### src/rtl/fetch_unit.sv
// rtl/fetch_unit.sv - instruction fetch stage: PC sequencing, 1-cycle RAM reads, show-ahead prefetch FIFO
module fetch_unit #(
  parameter int ADDR_WIDTH = 14,
  parameter int WORD_WIDTH = 32,
  parameter int FIFO_DEPTH = 4
) (
  input  logic                  clock,
  input  logic                  nreset,
  output logic                  mem_req,
  output logic [ADDR_WIDTH-1:0] mem_addr,
  input  logic [WORD_WIDTH-1:0] mem_rdata,
  input  logic                  branch_valid,
  input  logic [ADDR_WIDTH-1:0] branch_target,
  input  logic                  decode_ready,
  output logic                  instr_valid,
  output logic [WORD_WIDTH-1:0] instr,
  output logic [ADDR_WIDTH-1:0] instr_pc
);

  localparam int PTR_W = $clog2(FIFO_DEPTH);
  localparam int CNT_W = PTR_W + 1;
  localparam logic [CNT_W:0] DEPTH_V = (CNT_W+1)'(FIFO_DEPTH);

  logic [ADDR_WIDTH-1:0] fetch_pc;
  logic [ADDR_WIDTH-1:0] req_pc;
  logic                  inflight;
  logic [WORD_WIDTH-1:0] buf_data [FIFO_DEPTH];
  logic [ADDR_WIDTH-1:0] buf_pc   [FIFO_DEPTH];
  logic [PTR_W-1:0]      rd_ptr;
  logic [PTR_W-1:0]      wr_ptr;
  logic [CNT_W-1:0]      count;
  logic [CNT_W:0]        occupancy;
  logic                  push;
  logic                  pop;

  // Counting the outstanding read as occupied space is what makes overflow impossible.
  always_comb begin
    occupancy   = {1'b0, count} + {{CNT_W{1'b0}}, inflight};
    mem_req     = !nreset && !branch_valid && (occupancy < DEPTH_V);
    mem_addr    = fetch_pc;
    instr_valid = (count != '0);
    instr       = instr_valid ? buf_data[rd_ptr] : '0;
    instr_pc    = instr_valid ? buf_pc[rd_ptr] : '0;
    push        = inflight && !branch_valid && !nreset;
    pop         = instr_valid && decode_ready && !branch_valid && !nreset;
  end

  always_ff @(posedge clock) begin
    if (nreset) begin
      fetch_pc <= '0;
      req_pc   <= '0;
      inflight <= 1'b0;
      rd_ptr   <= '0;
      wr_ptr   <= '0;
      count    <= '0;
    end else if (branch_valid) begin
      fetch_pc <= {branch_target[ADDR_WIDTH-1:2], 2'b00};
      req_pc   <= fetch_pc;
      inflight <= 1'b0;
      rd_ptr   <= '0;
      wr_ptr   <= '0;
      count    <= '0;
    end else begin
      if (mem_req) fetch_pc <= fetch_pc + ADDR_WIDTH'(4);
      req_pc   <= fetch_pc;
      inflight <= mem_req;
      if (push) wr_ptr <= wr_ptr + PTR_W'(1);
      if (pop)  rd_ptr <= rd_ptr + PTR_W'(1);
      case ({push, pop})
        2'b10:   count <= count + CNT_W'(1);
        2'b01:   count <= count - CNT_W'(1);
        default: count <= count;
      endcase
    end
  end

  always_ff @(posedge clock) begin
    if (push) begin
      buf_data[wr_ptr] <= mem_rdata;
      buf_pc[wr_ptr]   <= req_pc;
    end
  end

endmodule

### config.mk
export PLATFORM = sky130hd
export DESIGN_NAME = fetch_unit
export DESIGN_NICKNAME = d
export VERILOG_FILES = /design/src/rtl/fetch_unit.sv
export SDC_FILE = /design/constraint.sdc
export NUM_CORES = 1
export LEC_CHECK = 0
export BUFFER_PORTS_ARGS = -buffer_cell sky130_fd_sc_hd__buf_2
export CORE_MARGIN = 10
export CORE_UTILIZATION = 25
export CTS_CLUSTER_SIZE = 28
export DETAILED_ROUTE_END_ITERATION = 7
export MAX_ROUTING_LAYER = met4
export PLACE_DENSITY = 0.47
export SYNTH_ARGS = -nofsm -noshare
export SYNTH_HDL_FRONTEND = slang
export SYNTH_SLANG_ARGS = --single-unit
### constraint.sdc
create_clock -name clock -period 6.9 [get_ports clock]
set_clock_uncertainty 0.1 [all_clocks]
set_input_delay 0.69 -clock clock [delete_from_list [all_inputs] [get_ports clock]]
set_output_delay 0.69 -clock clock [all_outputs]
set_load 0.05 [all_outputs]
==> key figures, run 1 <==
Clocking
  – Total CTS buffers: 24
  – Clk_lat worst skew: 520 ps
  – TritonCTS clock tree: yes
  – PostCTS Resize Cnt: 0
  – H-tree depth: 1
  – Setup bufs post-CTS: 0
  – Worst-path clk slew: 60 ps
  – Clock root buffer: clkbuf_16
  – CTS Buffer Depth: 3
  – CTS Hold Bufs: 0
  – TritonCTS Sinks: 210

Setup path
  – CP Capture Point: instr[1]
  – R2R setup slack: 3880 ps
  – Critical R2R Launch: count[2]
  – Crit path arrival time: 2560 ps
  – R2R cell count: 8
  – CP startpoint kind: flop
  – CP endpoint kind: primary output
  – Reg2Reg Capture Point: count[2]
  – Critical path class: flop to primary output
  – Critical Path RT: 6110 ps
  – Critical path peak fanout: 44

Finish
  – Final nets: 621
  – Multi-input gate area: 0.00202 mm2
  – Layout cell share with drive strength beyond 1: 34.7%
  – Fillers: 3220
  – Register area: 0.00597 mm2
  – Non-Filler Instances: 1027
  – Final Cell Area: 0.00993 mm2
  – Area growth from synthesis to layout: 21.8%

Route
  – Via/cell ratio: 4.20
  – Final WL: 18100 um
  – Pre-Repair DR Iteration Count: 4
  – Routed Antenna Nets: 0
  – Via count: 4309
  – Initial drt markers: 194
  – Post-DR wirelength/cell: 17.7 um
  – DRC: 0

Synthesis
  – Synthesized area: 0.00815 mm2
  – Cells after synthesis: 450
  – FF+latch count, synth: 210
  – Cell variety after synth: 44
  – Asr flop ratio synth: 0%
  – Number of enable flip-flop cells after synthesis: 176
  – Synthesized area per cell: 18.1 um2
  – Top_reg_cell synth: edfxtp_1
  – Seq/Total Area, Yosys: 73.2%
  – Synth warn: 0

Timing
  – RSZ-0062 raised after global routing: no
  – Worst slew pin tran: 979 ps
  – Setup TNS: 0 ps
  – Final min period: 3350 ps
  – Final period util: 48.6%
  – Relative slew slack: 34.7%
  – Final Hold Slack: 287 ps
  – Slew Limit Fails: 0
  – # setup viols final: 0
  – Fin. Hold Viols: 0
  – Fmax achieved: 298 MHz

Floorplanning
  – IO Pins: 112
  – Core footprint: 0.0324 mm2
  – Die X: 201 um
  – Number of core rows: 66
  – Initial core utilization: 25.2%
  – Die Height: 201 um
  – Die area: 0.0402 mm2

Place
  – HPWL Detailed: 11000 um
  – GP Congestion: 0.736
  – Placed Instance Area: 0.00916 mm2
  – Placed cells: 980
  – IO buf count: 105

GRT
  – Met1 Use GR: 11.0%
  – Total Routing Usage GR: 9.18%
  – Initial antenna violation count: 4
  – Busiest layer in global routing: met2
  – Number of global-route vias before repair: 4902
  – Largest net degree at the start of global routing: 48
  – GR Layer Usage met3: 1.81%
  – GRT overflow: 0
  – M2 GR Usage: 15.3%
  – First-pass GRT wire length: 28600 um

Worst hold path
  – Hold Crit Class: input pin to flop

Power
  – LEAKAGE: 3.47 nW
  – Worst vdd ir: 0.151 mV
  – Pwr Density: 272 mW/mm2

Run
  – Max cap viols: 0

Run status
  – Status: complete, no violations
[layout make-up]
type | instances | area share, %
clock buffer | 29 | 6.24
multi-input combinational | 205 | 20.4
inverter | 13 | 0.491
sequential | 210 | 60.1
clock inverter | 15 | 1.47
antenna | 3 | 0.0756
timing repair buffer | 110 | 5.67
tap | 442 | 5.57
[critical path, cell delays in order, from the launching register on]
cell and delay (ps):
dfxtp_4 990, mux4_2 610, and2_1 200, buf_2 220
[sequential cells by signal (all words and copies together), names as in the netlist, named ones only]
name and flops:
buf_data 128, buf_pc 48, mem_addr 12, req_pc 12
count 3, rd_ptr 2, wr_ptr 2, inflight 1
[Yosys cell counts, types with 2 or more instances]
cell type  instances  share of area, %
or3_1              5              0.38
and2_1            44               3.4
ha_1               6              0.92
buf_2              6              0.37
or4_1              3              0.28
buf_1              5              0.23
nand3_1            5              0.31
inv_1             12              0.55
and3_1             7              0.54
o22ai_1            2              0.15
a31oi_1            3              0.23
mux4_2            44                12
a32oi_1            3              0.32
o21ai_0            5              0.31
nand2_1           16              0.74
edfxtp_1         176                65
nor2_1            11              0.51
o211ai_1           3              0.28
a21oi_1            8              0.49
clkbuf_1           6              0.28
xor2_1             3              0.32
dfxtp_1           34               8.4
nor2b_1           12              0.92
buf_4              8              0.74
xnor2_1            2              0.21
nand4_1            3              0.23
[per-stage QoR]
stage / worst slack, ps / total power [mW] / util (%)
finish: 3550 / 2.71 / 30.7
global route: 3310 / 2.81 / 30.7
CTS: 3400 / 2.75 / 30.7
detailed placement: 3800 / 1.52 / 28.3
global placement: 3870 / 1.52 / 28.3
floorplan: 4310 / 1.48 / -
[metal layers]
metal | up-vias | part of all wire (%)
met2 | 103 | 50
met1 | 2203 | 44
met4 | 0 | 2.0
li1 | 1972 | -
met3 | 31 | 4.2
met5 | - | 0
[cell usage in the layout, fill, tap and decap left out, drive strengths merged, types with 2 or more instances in the layout]
| cell | n |
|---|---|
| nand4 | 3 |
| xor2 | 3 |
| conb | 4 |
| nor2 | 11 |
| and3 | 8 |
| or3 | 5 |
| xnor2 | 2 |
| or4 | 3 |
| nand3 | 6 |
| dfxtp | 34 |
| mux4 | 44 |
| clkinv | 11 |
| buf | 110 |
| nand2 | 17 |
| clkbuf | 29 |
| a32oi | 3 |
| diode | 3 |
| o211ai | 3 |
| edfxtp | 176 |
| bufinv | 2 |
| ha | 6 |
| a31oi | 3 |
| a21oi | 8 |
| o22ai | 2 |
| inv | 14 |
| and2 | 44 |
| nor3 | 2 |
| nor2b | 12 |
| o21ai | 5 |
[cells by family (layout without fill, tap and decap cells)]
logic type      count (synthesis)  in the layout  share of synthesized area [%]
other cells                     1              7                         0.0460
buf+inv                        38            167                           2.21
simple gates                  113            113                           8.06
mux                            45             45                           12.3
compound gates                 31             31                           2.49
fa+ha+maj                       7              7                           1.17
xor+xnor                        5              5                          0.537
flops                         210            210                           73.2
[worst min-delay path by stage]
stage	from	end	slack, ps	cells past startpoint
finish	mem_rdata[24]	buf_data[3][24]	290	1
global route	mem_rdata[30]	buf_data[1][30]	260	1
CTS	mem_rdata[25]	buf_data[1][25]	260	1
detailed placement	req_pc[6]	buf_pc[3][6]	360	0
global placement	req_pc[9]	buf_pc[2][9]	350	0
floorplan	req_pc[10]	buf_pc[0][10]	340	0
[report_power, final]
group,internal [mW],leakage [nW],switching [mW]
logic,0.0290,1.18,0.0670
registers,1.39,1.91,0.0119
clock network,0.720,0.374,0.491
total,2.14,3.47,0.570
No activity file was read; power rests on OpenSTA's default activity.
==> run 2, diff against run 1 <==
--- a/config.mk
+++ b/config.mk
@@ -11,7 +11,7 @@
 export CTS_CLUSTER_SIZE = 28
 export DETAILED_ROUTE_END_ITERATION = 7
 export MAX_ROUTING_LAYER = met4
-export PLACE_DENSITY = 0.47
+export PLACE_DENSITY = 0.49
 export SYNTH_ARGS = -nofsm -noshare
 export SYNTH_HDL_FRONTEND = slang
 export SYNTH_SLANG_ARGS = --single-unit
==> constraint.sdc (replaced) <==
create_clock -name clock -period 2.8 [get_ports clock]
set_clock_uncertainty 0.1 [all_clocks]
set_input_delay 0.28 -clock clock [delete_from_list [all_inputs] [get_ports clock]]
set_output_delay 0.28 -clock clock [all_outputs]
set_load 0.05 [all_outputs]
==> key figures, run 2 (synthesized netlist as in run 1, its figures left out) <==
Run status
  – Status: complete, no violations (unchanged)

Floorplanning
  – Die area: 0.0402 mm2 (unchanged)
  – Die Height: 201 um (unchanged)
  – IO Pins: 112 (unchanged)
  – Die X: 201 um (unchanged)
  – Number of core rows: 66 (unchanged)
  – Core footprint: 0.0324 mm2 (unchanged)
  – Initial core utilization: 25.2% (unchanged)

Finish
  – Layout cell share with drive strength beyond 1: 33.0% (was 34.7%)
  – Largest regs: buf_data x128, buf_pc x48 (unchanged)
  – Largest Register: buf_data (unchanged)
  – Area growth from synthesis to layout: 29.3% (was 21.8%)
  – Commonest cells after routing, fill and taps aside: edfxtp_1, buf_2, mux4_2, and2_1, dlygate4sd3_1 (was edfxtp_1, buf_2, mux4_2, and2_1, dfxtp_1)
  – Final Cell Area: 0.0105 mm2 (was 0.00993 mm2)
  – Max reg flops: 128 (unchanged)
  – Util after Layout: 32.6% (was 30.7%)
  – Final nets: 672 (was 621)
  – Most common cell after layout, fill and taps aside: edfxtp_1 (unchanged)

Power
  – Worst vdd ir: 0.344 mV (was 0.151 mV)
  – LEAKAGE: 3.72 nW (was 3.47 nW)
  – Pwr Density: 650 mW/mm2 (was 272 mW/mm2)
  – Overall power: 6.85 mW (was 2.71 mW)

Timing
  – Setup TNS: 0 ps (unchanged)
  – Final period util: 93.9%
  – Relative slew slack: 59.3% (was 34.7%)
  – Worst slew pin tran: 610 ps (was 979 ps)
  – RSZ-0062 raised after global routing: no (unchanged)
  – Fmax achieved: 380 MHz
  – Final Hold Slack: 29.6 ps (was 287 ps)
  – Slew Limit Fails: 0 (unchanged)
  – Final min period: 2630 ps
  – # setup viols final: 0 (unchanged)
  – Fin. Hold Viols: 0 (unchanged)

Run
  – Max cap viols: 0 (unchanged)

Route
  – Routed Antenna Nets: 0 (unchanged)
  – Via/cell ratio: 4.14 (was 4.20)
  – Initial drt markers: 177 (was 194)
  – Post-DR wirelength/cell: 17.4 um (was 17.7 um)
  – Final WL: 18700 um (was 18100 um)
  – Via count: 4459 (was 4309)
  – DRC: 0 (unchanged)
  – Pre-Repair DR Iteration Count: 4 (unchanged)

Setup path
  – CP Cell Sequence: buf_4 > mux4_2 > and2_1 > buf_2 (was mux4_2 > and2_1 > buf_2)
  – CP startpoint kind: flop (unchanged)
  – Buf+Inv Stages, Crit Path: 2 (was 1)
  – Top cell family by delay on the critical path: flip-flops (unchanged)
  – Critical path peak fanout: 17 (was 44)
  – Critical path class: flop to primary output (unchanged)
  – Critical R2R Launch: count[2] (unchanged)
  – Critical Path RT: 2420 ps (was 6110 ps)
  – Slowest stage cell, crit path: dfxtp_2 (was dfxtp_4)
  – CP endpoint kind: primary output (unchanged)
  – Delay of the slowest critical-path stage: 720 ps (was 990 ps)
  – Crit path arrival time: 2250 ps (was 2560 ps)

Clocking
  – TritonCTS clock tree: yes (unchanged)
  – H-tree depth: 1 (unchanged)
  – Clk_lat worst skew: 510 ps (was 520 ps)
  – Total CTS buffers: 24 (unchanged)
  – TritonCTS Sinks: 210 (unchanged)
  – CTS Buffer Depth: 3 (unchanged)
  – Clock root buffer: clkbuf_16 (unchanged)
  – Worst-path clk slew: 60 ps (about the same)

GRT
  – Initial antenna violation count: 1 (was 4)
  – First-pass GRT wire length: 29400 um (was 28600 um)
  – Number of global-route vias before repair: 5010 (was 4902)
  – Total Routing Usage GR: 9.44% (was 9.18%)
  – GRT overflow: 0 (unchanged)
  – Largest net degree at the start of global routing: 47 (was 48)

Place
  – GP Congestion: 0.739 (was 0.736)
  – HPWL Detailed: 11900 um (was 11000 um)
  – Placed Instance Area: 0.00928 mm2 (was 0.00916 mm2)
  – IO buf count: 105 (unchanged)

Worst hold path
  – Worst Hold Launch: branch_target[6] (was mem_rdata[24])
  – Hold Crit Class: input pin to flop (unchanged)
run 2: cell count changes in the layout (fill, tap and decap cells not counted), sizes merged:
cell         delta
inv             -2
clkbuf          +1
dlygate4sd3    +42
diode           -2
bufinv          +1
clkinv          -1
clkinvlp        +1
buf             +9
run 2: tightest hold or removal path, cell delays in order:
cell and delay (ps):
buf_2 70, nand2_1 40, o21ai_0 70, a22o_1 140
run 2: path summary, 6_finish.rpt:
check	slack, ps	cells past startpoint	endpoint
max	170	4	instr[6]
min	30	4	mem_addr[6]
max reg2reg	570	8	count[2]
min reg2reg	370	0	buf_pc[1][2]
run 2: layout make-up:
| class | count | area, um2 |
|---|---|---|
| fillers | 3189 | 21800 |
| clock buffers | 30 | 654 |
| repair buffers | 161 | 1140 |
| clock inverters | 14 | 146 |
| multi-input cells | 205 | 2020 |
| flip-flops and latches | 210 | 5970 |
| well taps | 442 | 553 |
| inverters | 13 | 48.8 |
| diodes | 1 | 2.50 |
run 2: metrics by stage:
stage | worst slack, ps | cells
after detailed placement | 292 | 987
after floorplan | 624 | 453
after CTS | 59.3 | 1073
after global placement | 364 | 987
after global routing | 51.5 | 1076
final | 170 | 1076
run 2: layer usage:
metal | vias up | routed length, um | GRT usage [%] | share of wire, %
met5 | - | 0 | - | 0
met4 | 0 | 310 | 2.41 | 1.7
met3 | 25 | 889 | 1.92 | 4.7
met2 | 107 | 9310 | 15.8 | 50
met1 | 2254 | 8210 | 11.4 | 44
li1 | 2073 | - | - | -
run 2: timing repair:
item | CTS | global route
buffers inserted | 0 | 2
endpoints found under the hold margin | 138 | 0
hold buffers | 42 | 0
endpoints found under the setup margin | 6 | 2
resized for setup | 1 | 0
run 2: report_power, final:
| part | leakage [nW] | switching [mW] | internal (mW) |
|---|---|---|---|
| Combinational | 1.43 | 0.177 | 0.113 |
| Clock | 0.384 | 1.19 | 1.93 |
| Sequential | 1.91 | 0.0303 | 3.42 |
